`src/rtl/param_editor.sv`:
```
// param_editor: debounced push-button editor holding one parameter store per effect.
// Build macro PARAM_EDITOR_AUTOREPEAT_EN adds auto-repeat of held up/down keys.
module param_editor #(
  parameter int FX_COUNT        = 16,
  parameter int PARAM_COUNT     = 8,
  parameter int PARAM_W         = 7,
  parameter int STEP            = 1,
  parameter int RESET_VAL       = 0,
  parameter int DEBOUNCE_CYCLES = 500000,
  parameter int REPEAT_DELAY    = 25000000,
  parameter int REPEAT_RATE     = 5000000
) (
  input  logic                                     clk,
  input  logic                                     rst_n,
  input  logic [3:0]                               KEY,
  input  logic [9:0]                               SW,
  output logic [$clog2(FX_COUNT)-1:0]              fx_sel,
  output logic [$clog2(PARAM_COUNT)-1:0]           param_sel,
  output logic [PARAM_W-1:0]                       current_value,
  output logic [FX_COUNT*PARAM_COUNT*PARAM_W-1:0]  param_flat,
  output logic                                     param_changed
);

  // state  | meaning
  // IDLE   | waiting for a debounced press
  // ACT    | one cycle: apply the latched action
  // HOLD   | waiting for all keys released (auto-repeat timing when enabled)

  localparam int FX_W  = $clog2(FX_COUNT);
  localparam int PS_W  = $clog2(PARAM_COUNT);
  localparam int N_ENT = FX_COUNT * PARAM_COUNT;
  localparam int IDX_W = $clog2(N_ENT);
  localparam int DB_W  = $clog2(DEBOUNCE_CYCLES + 1);

  localparam logic [PARAM_W:0]   MAX_VAL = {1'b0, {PARAM_W{1'b1}}};
  localparam logic [PARAM_W:0]   STEP_X  = (PARAM_W+1)'(STEP);
  localparam logic [PARAM_W-1:0] RST_V   = PARAM_W'(RESET_VAL);
  localparam logic [DB_W-1:0]    DB_LD   = DB_W'(DEBOUNCE_CYCLES - 1);
  localparam logic [FX_W-1:0]    FX_LAST = FX_W'(FX_COUNT - 1);
  localparam logic [PS_W-1:0]    PS_LAST = PS_W'(PARAM_COUNT - 1);

`ifdef PARAM_EDITOR_AUTOREPEAT_EN
  localparam int RPT_MAX = (REPEAT_DELAY > REPEAT_RATE) ? REPEAT_DELAY : REPEAT_RATE;
  localparam int RPT_W   = $clog2(RPT_MAX + 1);
  // Loaded in ACT so the ACT-to-ACT spacing equals the delay/rate exactly.
  localparam logic [RPT_W-1:0] RPT_DLY_LD = RPT_W'((REPEAT_DELAY > 1) ? REPEAT_DELAY - 2 : 0);
  localparam logic [RPT_W-1:0] RPT_RATE_LD = RPT_W'((REPEAT_RATE > 1) ? REPEAT_RATE - 2 : 0);
`endif

  typedef enum logic [1:0] {S_IDLE, S_ACT, S_HOLD} state_t;
  typedef enum logic [1:0] {A_UP, A_DOWN, A_PARAM, A_FX} action_t;

  state_t  state_q, state_d;
  action_t act_q, act_d;

  logic [3:0]        key_meta_q, key_meta_d;
  logic [3:0]        key_sync_q, key_sync_d;
  logic              lock_meta_q, lock_meta_d;
  logic              lock_q, lock_d;
  logic [3:0]        db_q, db_d;
  logic [3:0]        db_prev_q, db_prev_d;
  logic [DB_W-1:0]   db_cnt_q [4];
  logic [DB_W-1:0]   db_cnt_d [4];

  logic [FX_W-1:0]    fx_sel_q, fx_sel_d;
  logic [PS_W-1:0]    param_sel_q, param_sel_d;
  logic [PARAM_W-1:0] store_q [N_ENT];
  logic [PARAM_W-1:0] store_d [N_ENT];
  logic               param_changed_q, param_changed_d;

`ifdef PARAM_EDITOR_AUTOREPEAT_EN
  logic [RPT_W-1:0] rpt_cnt_q, rpt_cnt_d;
  logic             rpt_again_q, rpt_again_d;
  logic             held_val;
`endif

  logic [3:0]         key_lvl;
  logic [3:0]         press;
  logic [IDX_W-1:0]   cur_idx;
  logic [PARAM_W-1:0] cur_val;
  logic [PARAM_W:0]   up_sum;
  logic [PARAM_W:0]   up_sat;
  logic [PARAM_W-1:0] up_val;
  logic [PARAM_W-1:0] dn_val;
  logic [PARAM_W-1:0] new_val;
  logic               unused_sw;

  assign unused_sw = ^SW[9:1];

  // Input synchronizers and per-key debounce down-counters.
  always_comb begin
    key_meta_d  = KEY;
    key_sync_d  = key_meta_q;
    lock_meta_d = SW[0];
    lock_d      = lock_meta_q;
    db_prev_d   = db_q;
    key_lvl     = ~key_sync_q;
    press       = db_q & ~db_prev_q;
    db_d        = db_q;
    for (int k = 0; k < 4; k++) begin
      db_cnt_d[k] = DB_LD;
      if (key_lvl[k] != db_q[k]) begin
        if (db_cnt_q[k] == '0) db_d[k] = key_lvl[k];
        else                   db_cnt_d[k] = db_cnt_q[k] - DB_W'(1);
      end
    end
  end

  always_comb begin
    cur_idx = IDX_W'(fx_sel_q) * IDX_W'(PARAM_COUNT) + IDX_W'(param_sel_q);
    cur_val = store_q[cur_idx];
    up_sum  = {1'b0, cur_val} + STEP_X;
    up_sat  = (up_sum > MAX_VAL) ? MAX_VAL : up_sum;
    up_val  = up_sat[PARAM_W-1:0];
    dn_val  = ({1'b0, cur_val} < STEP_X) ? '0 : cur_val - PARAM_W'(STEP);
    new_val = (act_q == A_UP) ? up_val : dn_val;
  end

  always_comb begin
    state_d         = state_q;
    act_d           = act_q;
    fx_sel_d        = fx_sel_q;
    param_sel_d     = param_sel_q;
    store_d         = store_q;
    param_changed_d = 1'b0;
`ifdef PARAM_EDITOR_AUTOREPEAT_EN
    rpt_cnt_d   = rpt_cnt_q;
    rpt_again_d = rpt_again_q;
    held_val    = ((act_q == A_UP) && db_q[0]) || ((act_q == A_DOWN) && db_q[1]);
`endif
    case (state_q)
      S_IDLE: begin
        if (|press) begin
          state_d = S_ACT;
          if      (press[3]) act_d = A_FX;
          else if (press[2]) act_d = A_PARAM;
          else if (press[1]) act_d = A_DOWN;
          else               act_d = A_UP;
`ifdef PARAM_EDITOR_AUTOREPEAT_EN
          rpt_again_d = 1'b0;
`endif
        end
      end
      S_ACT: begin
        state_d = S_HOLD;
        case (act_q)
          A_FX:    fx_sel_d    = (fx_sel_q == FX_LAST) ? '0 : fx_sel_q + FX_W'(1);
          A_PARAM: param_sel_d = (param_sel_q == PS_LAST) ? '0 : param_sel_q + PS_W'(1);
          default: begin
            // Lock suppresses value edits only; navigation is unaffected.
            if (!lock_q) begin
              store_d[cur_idx] = new_val;
              param_changed_d  = (new_val != cur_val);
            end
          end
        endcase
`ifdef PARAM_EDITOR_AUTOREPEAT_EN
        rpt_cnt_d = rpt_again_q ? RPT_RATE_LD : RPT_DLY_LD;
`endif
      end
      S_HOLD: begin
`ifdef PARAM_EDITOR_AUTOREPEAT_EN
        if (~|db_q) begin
          state_d   = S_IDLE;
          rpt_cnt_d = '0;
        end else if (held_val) begin
          if (rpt_cnt_q == '0) begin
            state_d     = S_ACT;
            rpt_again_d = 1'b1;
          end else begin
            rpt_cnt_d = rpt_cnt_q - RPT_W'(1);
          end
        end
`else
        if (~|db_q) state_d = S_IDLE;
`endif
      end
      default: state_d = S_IDLE;
    endcase
  end

  always_ff @(posedge clk or negedge rst_n) begin
    if (!rst_n) begin
      key_meta_q      <= 4'hF;
      key_sync_q      <= 4'hF;
      lock_meta_q     <= 1'b0;
      lock_q          <= 1'b0;
      db_q            <= '0;
      db_prev_q       <= '0;
      for (int k = 0; k < 4; k++) db_cnt_q[k] <= DB_LD;
      state_q         <= S_IDLE;
      act_q           <= A_UP;
      fx_sel_q        <= '0;
      param_sel_q     <= '0;
      for (int i = 0; i < N_ENT; i++) store_q[i] <= RST_V;
      param_changed_q <= 1'b0;
`ifdef PARAM_EDITOR_AUTOREPEAT_EN
      rpt_cnt_q       <= '0;
      rpt_again_q     <= 1'b0;
`endif
    end else begin
      key_meta_q      <= key_meta_d;
      key_sync_q      <= key_sync_d;
      lock_meta_q     <= lock_meta_d;
      lock_q          <= lock_d;
      db_q            <= db_d;
      db_prev_q       <= db_prev_d;
      for (int k = 0; k < 4; k++) db_cnt_q[k] <= db_cnt_d[k];
      state_q         <= state_d;
      act_q           <= act_d;
      fx_sel_q        <= fx_sel_d;
      param_sel_q     <= param_sel_d;
      for (int i = 0; i < N_ENT; i++) store_q[i] <= store_d[i];
      param_changed_q <= param_changed_d;
`ifdef PARAM_EDITOR_AUTOREPEAT_EN
      rpt_cnt_q       <= rpt_cnt_d;
      rpt_again_q     <= rpt_again_d;
`endif
    end
  end

  assign fx_sel        = fx_sel_q;
  assign param_sel     = param_sel_q;
  assign current_value = cur_val;
  assign param_changed = param_changed_q;

  for (genvar g = 0; g < N_ENT; g++) begin : g_flat
    assign param_flat[g*PARAM_W +: PARAM_W] = store_q[g];
  end

endmodule

```
`config.mk`:
```
export PLATFORM = sky130hd
export DESIGN_NAME = param_editor
export DESIGN_NICKNAME = d
export VERILOG_FILES = /design/src/rtl/param_editor.sv
export SDC_FILE = /design/constraint.sdc
export NUM_CORES = 2
export LEC_CHECK = 0
export ABC_CLOCK_PERIOD_IN_PS = 4000
export BUFFER_PORTS_ARGS = -buffer_cell sky130_fd_sc_hd__buf_2
export CAP_MARGIN = 40
export CELL_PAD_IN_SITES_DETAIL_PLACEMENT = 0
export CELL_PAD_IN_SITES_GLOBAL_PLACEMENT = 1
export CORE_AREA = 2 2 364 366
export CTS_CLUSTER_DIAMETER = 30
export DETAILED_ROUTE_END_ITERATION = 10
export DIE_AREA = 0 0 366 368
export GPL_TIMING_DRIVEN = 1
export PLACE_DENSITY_LB_ADDON = 0.1
export SLEW_MARGIN = 20
export SYNTH_ARGS = -nofsm -noshare
export SYNTH_HDL_FRONTEND = slang
export SYNTH_SLANG_ARGS = --single-unit
```
`constraint.sdc`:
```
create_clock -name clk -period 4 [get_ports clk]
set_input_delay 1 -clock clk [delete_from_list [all_inputs] [get_ports clk]]
set_output_delay 1 -clock clk [all_outputs]
set_load 0.02 [all_outputs]
```
==> summary.md <==
| Metric | Value |
|---|---|
| Routed len/inst | between 30 and 40 um |
| Worst path slowest cell | dfrtp_4 |
| Final nets | roughly 6300 |
| Synth Area in XOR/XNOR | 0.0115 |
| Share of power burned in registers | 0.305 |
| Syn nets | 4769 |
| Initial drt markers | between 5000 and 6000 |
| Count of cell types in the netlist | between 80 and 90 |
| Drt first pass iters | 7 |
| Most common cell on crit path | buf_4 |
| Synth area leaders | dfrtp_1 51%, nand2_1 5.6%, o21ai_0 5.4% |
| Failing checks | negative setup slack |
| Layout Cells excl Fill | a little over 8000 |
| Status | finished, violations left |
| Post-DP HPWL | 189000 um |
| Area of the multi-input gates | slightly above 20000 um^2 |
| Gr ovfl total | 0 |
| Worst endpoint required time | ~3.0 ns |
| Clk pin slew, worst setup/hold paths | approximately 0.040 ns |
| Top FF cell, synth | dfrtp_1 |
| Share of layout cells above drive strength 1 | 0.398 |
| Fill count | 11916 |
| Initial Utilization | 0.357 |
| Die Wd | 366 um |
| Post-synth ARST share | 1.00 |
| Root buffer cell | clkbuf_16 |
| Core area | 131000 um^2 |
| ANT nets after route | 0 |
| DP Worst Slack | -0.848 ns |
| Cell Area, Synth | 46600 um^2 |
| CTS tree | yes |
| WL final | about 260000 um |
| VDD IR-drop max | 0.000364 V |
| Worst Setup EP | current_value[0] |
| Cell Pwr Density | ~480 nW/um^2 |
| Max_cap viols | 0 |
| Hold_buf cts | 0 |
| Clk Latency, worst-skew pair | 0.91 ns |
| Clock Sink Count | between 1000 and 1500 |
| CTS Buffer Depth | 4 |
| Synth Area in Adders | 0.00322 |
| Number of global-route vias before repair | 44911 |
| TNS Setup | -387.55 ns |
| Total Power | between 30 and 40 mW |
| Most common cell after layout, fill and taps aside | dfrtp_1 |
| Synth Area in Compound Gates | 0.194 |
| Placed instance area | roughly 57000 um^2 |
| Final GP Congestion | 0.914 |
| Worst path arrival time | 3.88 ns |
| Mux cell area share after synthesis | 0.0676 |
| R2R Path Start | param_sel[2] |
| Worst-Margin Slew | between 0.9 and 1 ns |
| Static leakage | approximately 34 nW |
| Net Switching | approximately 7 mW |
| Rows | 133 |
| Buffers on Ports | approximately 920 |
| Seq/Total Area, Yosys | 0.539 |
| Worst-path maximum fanout | 6 |
| Number of synthesized flops with an enable pin | 0 |
| R2R Setup Slk | -0.70 ns |
| Synth Area per Inst | slightly below 10 um^2 |
| Largest net degree at the start of global routing | 99 |
| Final setup violation count | between 900 and 1000 |
| Number of synthesized register bits | ~1000 |
| Slew Viols, Final | 0 |
| Max Fclk | 205 MHz |
| HP Class | input pin to asynchronous set/reset pin |
| RR Endpoint | param_flat[489] |
| R2R depth | 22 |
| Crit path largest cell delay | around 0.55 ns |
| Startpoint class of the critical path | flop |
| Most frequent cells in the layout | 946 x dfrtp_1, 910 x buf_2, 683 x nand2_1 |
| Ant. Diodes | 0 |
| Critical-path cell list | buf_12 > buf_12 > nor2b_4 > buf_4 > nand2_1 > o21ai_0 > a211oi_1 > buf_4 > o31ai_2 > buf_4 > buf_4 > nor4_4 > buf_4 > inv_2 > buf_4 > buf_8 |
| Tot GR Track Use | 0.381 |
| Via count | between 40000 and 50000 |
| Simple-gate share of the synthesized area | 0.132 |
| Comb power frac | 0.009 |
| Cells after DPL | approximately 7600 |
| Final setup margin | -0.884 ns |
| Critical path class | flop to primary output |
| Final period util | 1.22 |
| Htree depth | 5 |
| Top Ports | 927 |
| Synth-to-Final Area Change | 50.9% |
| First-pass GRT wire length | ~360000 um |
| Residual DRC | 0 |
| Clk network pwr share | 0.686 |
| RSZ-0062 raised after global routing | true |
| Initial antenna violation count | 15 |
| Synth top area share | 0.510 |
| Area leader, netlist | dfrtp_1 |
| Crit path capture type | primary output |
| Pint | 26.5 mW |
| Die ar. | between 100000 and 150000 um^2 |
| Min cycle time layout | between 4 and 5 ns |
| Die height | roughly 370 um |
| Synth Instances | 4741 |
| Switching Fraction | 0.209 |
| Register area | 25200 um^2 |
| Via/cell ratio | between 5 and 6 |
| Rel. slew slack | 0.341 |
| Number of buffers created by CTS | around 290 |
| Largest family of logic cells by synthesized area | compound AO/OA/AOI/OAI gates |
| Synth Warn # | 0 |
| CP startpoint | param_sel[2] |
| Final Instance Area | around 70000 um^2 |
| Setup Skew | 0.0659 ns |
| Final hold violation count | 0 |
==> per-stage QoR <==
step / hold slack [ns] / util
detailed placement: 0.349 / 0.436
global placement: 0.347 / 0.435
floorplan: 0.331 / -
CTS: 0.157 / 0.530
global route: 0.143 / 0.538
finish: 0.107 / 0.538
==> what timing repair did <==
item                       in CTS  in global routing
resized for setup             276                143
setup endpoints to repair     904                903
gates cloned                   22                 12
buffers inserted               99                 20
pin swaps                      66                 73
==> Yosys cell counts, types with 8 or more instances <==
master and number:
a211oi_1 24, a21oi_1 296, a21oi_2 26, a221o_1 19, a221oi_1 84, a22oi_1 55, a311oi_1 8, a31oi_1 147
and2_1 18, and3_1 12, buf_1 9, buf_12 11, buf_2 84, buf_4 32, buf_6 41, clkbuf_1 217
clkbuf_2 15, dfrtp_1 950, dfstp_2 52, ha_1 12, inv_1 34, mux2_2 70, mux2i_1 182, mux4_2 22
nand2_1 691, nand2b_1 13, nand3_1 24, nand4_1 8, nor2_1 621, nor2b_1 11, nor3_1 32, nor4_1 14
o211ai_1 13, o21ai_0 501, o21ai_2 74, o221ai_1 20, o22ai_1 31, o2bb2ai_1 13, o31ai_1 37, o31ai_2 11
or3_1 17, or4_1 11, xnor2_1 46, xor2_1 15
==> power by group through the flow <==
stage / registers [mW] / logic, mW / clock network, mW
2_1_floorplan: 10.4 / 0.0284 / 0
3_3_place_gp: 10.4 / 0.313 / 0
3_5_place_dp: 10.4 / 0.314 / 0
4_1_cts: 10.2 / 0.315 / 23.0
5_1_grt: 10.2 / 0.347 / 23.7
6_report: 10.2 / 0.303 / 22.9
==> flip-flops by register name, indices dropped and copies added, names as in the netlist, 2 cells and up <==
signal and cells:
key_sync_q 4, key_meta_q 4, state_q 2, param_sel 3
act_q 2, fx_sel 4, param_flat 896, db_prev_q 4
db_prev_d 4, db_cnt_q 76
==> worst min-delay path by stage <==
stage	start	end	slack, ns	depth (start not counted)
5_1_grt	rst_n	param_flat[343]	0.14	1
2_1_floorplan	lock_d	lock_q	0.33	0
3_5_place_dp	key_meta_q[2]	key_sync_q[2]	0.35	0
3_3_place_gp	key_meta_q[1]	key_sync_q[1]	0.35	0
6_report	rst_n	param_flat[343]	0.11	1
4_1_cts	rst_n	param_flat[343]	0.16	1
==> area by class of cell <==
type                    count  area share
flip-flops and latches   1002       0.357
multi-input cells        3292       0.291
repair buffers           1625       0.181
clock buffers             379       0.115
well taps                1755      0.0312
clock inverters           115      0.0217
inverters                  37     0.00222
==> metal layers <==
metal	share of wire	track usage	vias to the layer above	wire (um)
met4	0.051	0.178	12	13400
met1	0.41	0.507	23621	109000
met3	0.085	0.0882	580	22500
met5	0.00029	0	-	77
li1	-	-	19960	-
met2	0.45	0.587	2620	120000
==> worst max-delay path: cells and delay by family, from the launching register on <==
kind	cells	cell delay, ns
DFF	1	0.55
AOI/OAI and AO/OA	3	0.47
and+or+nand+nor	3	0.41
buffers and inverters	10	1.57
==> kinds of logic after synthesis <==
kind of cell	count (synthesis)
compound gates	1434
xor+xnor	61
fa+ha+maj	12
buf+inv	447
flops	1002
mux	278
simple gates	1507
Note: power is estimated with default switching activity, not from simulation.
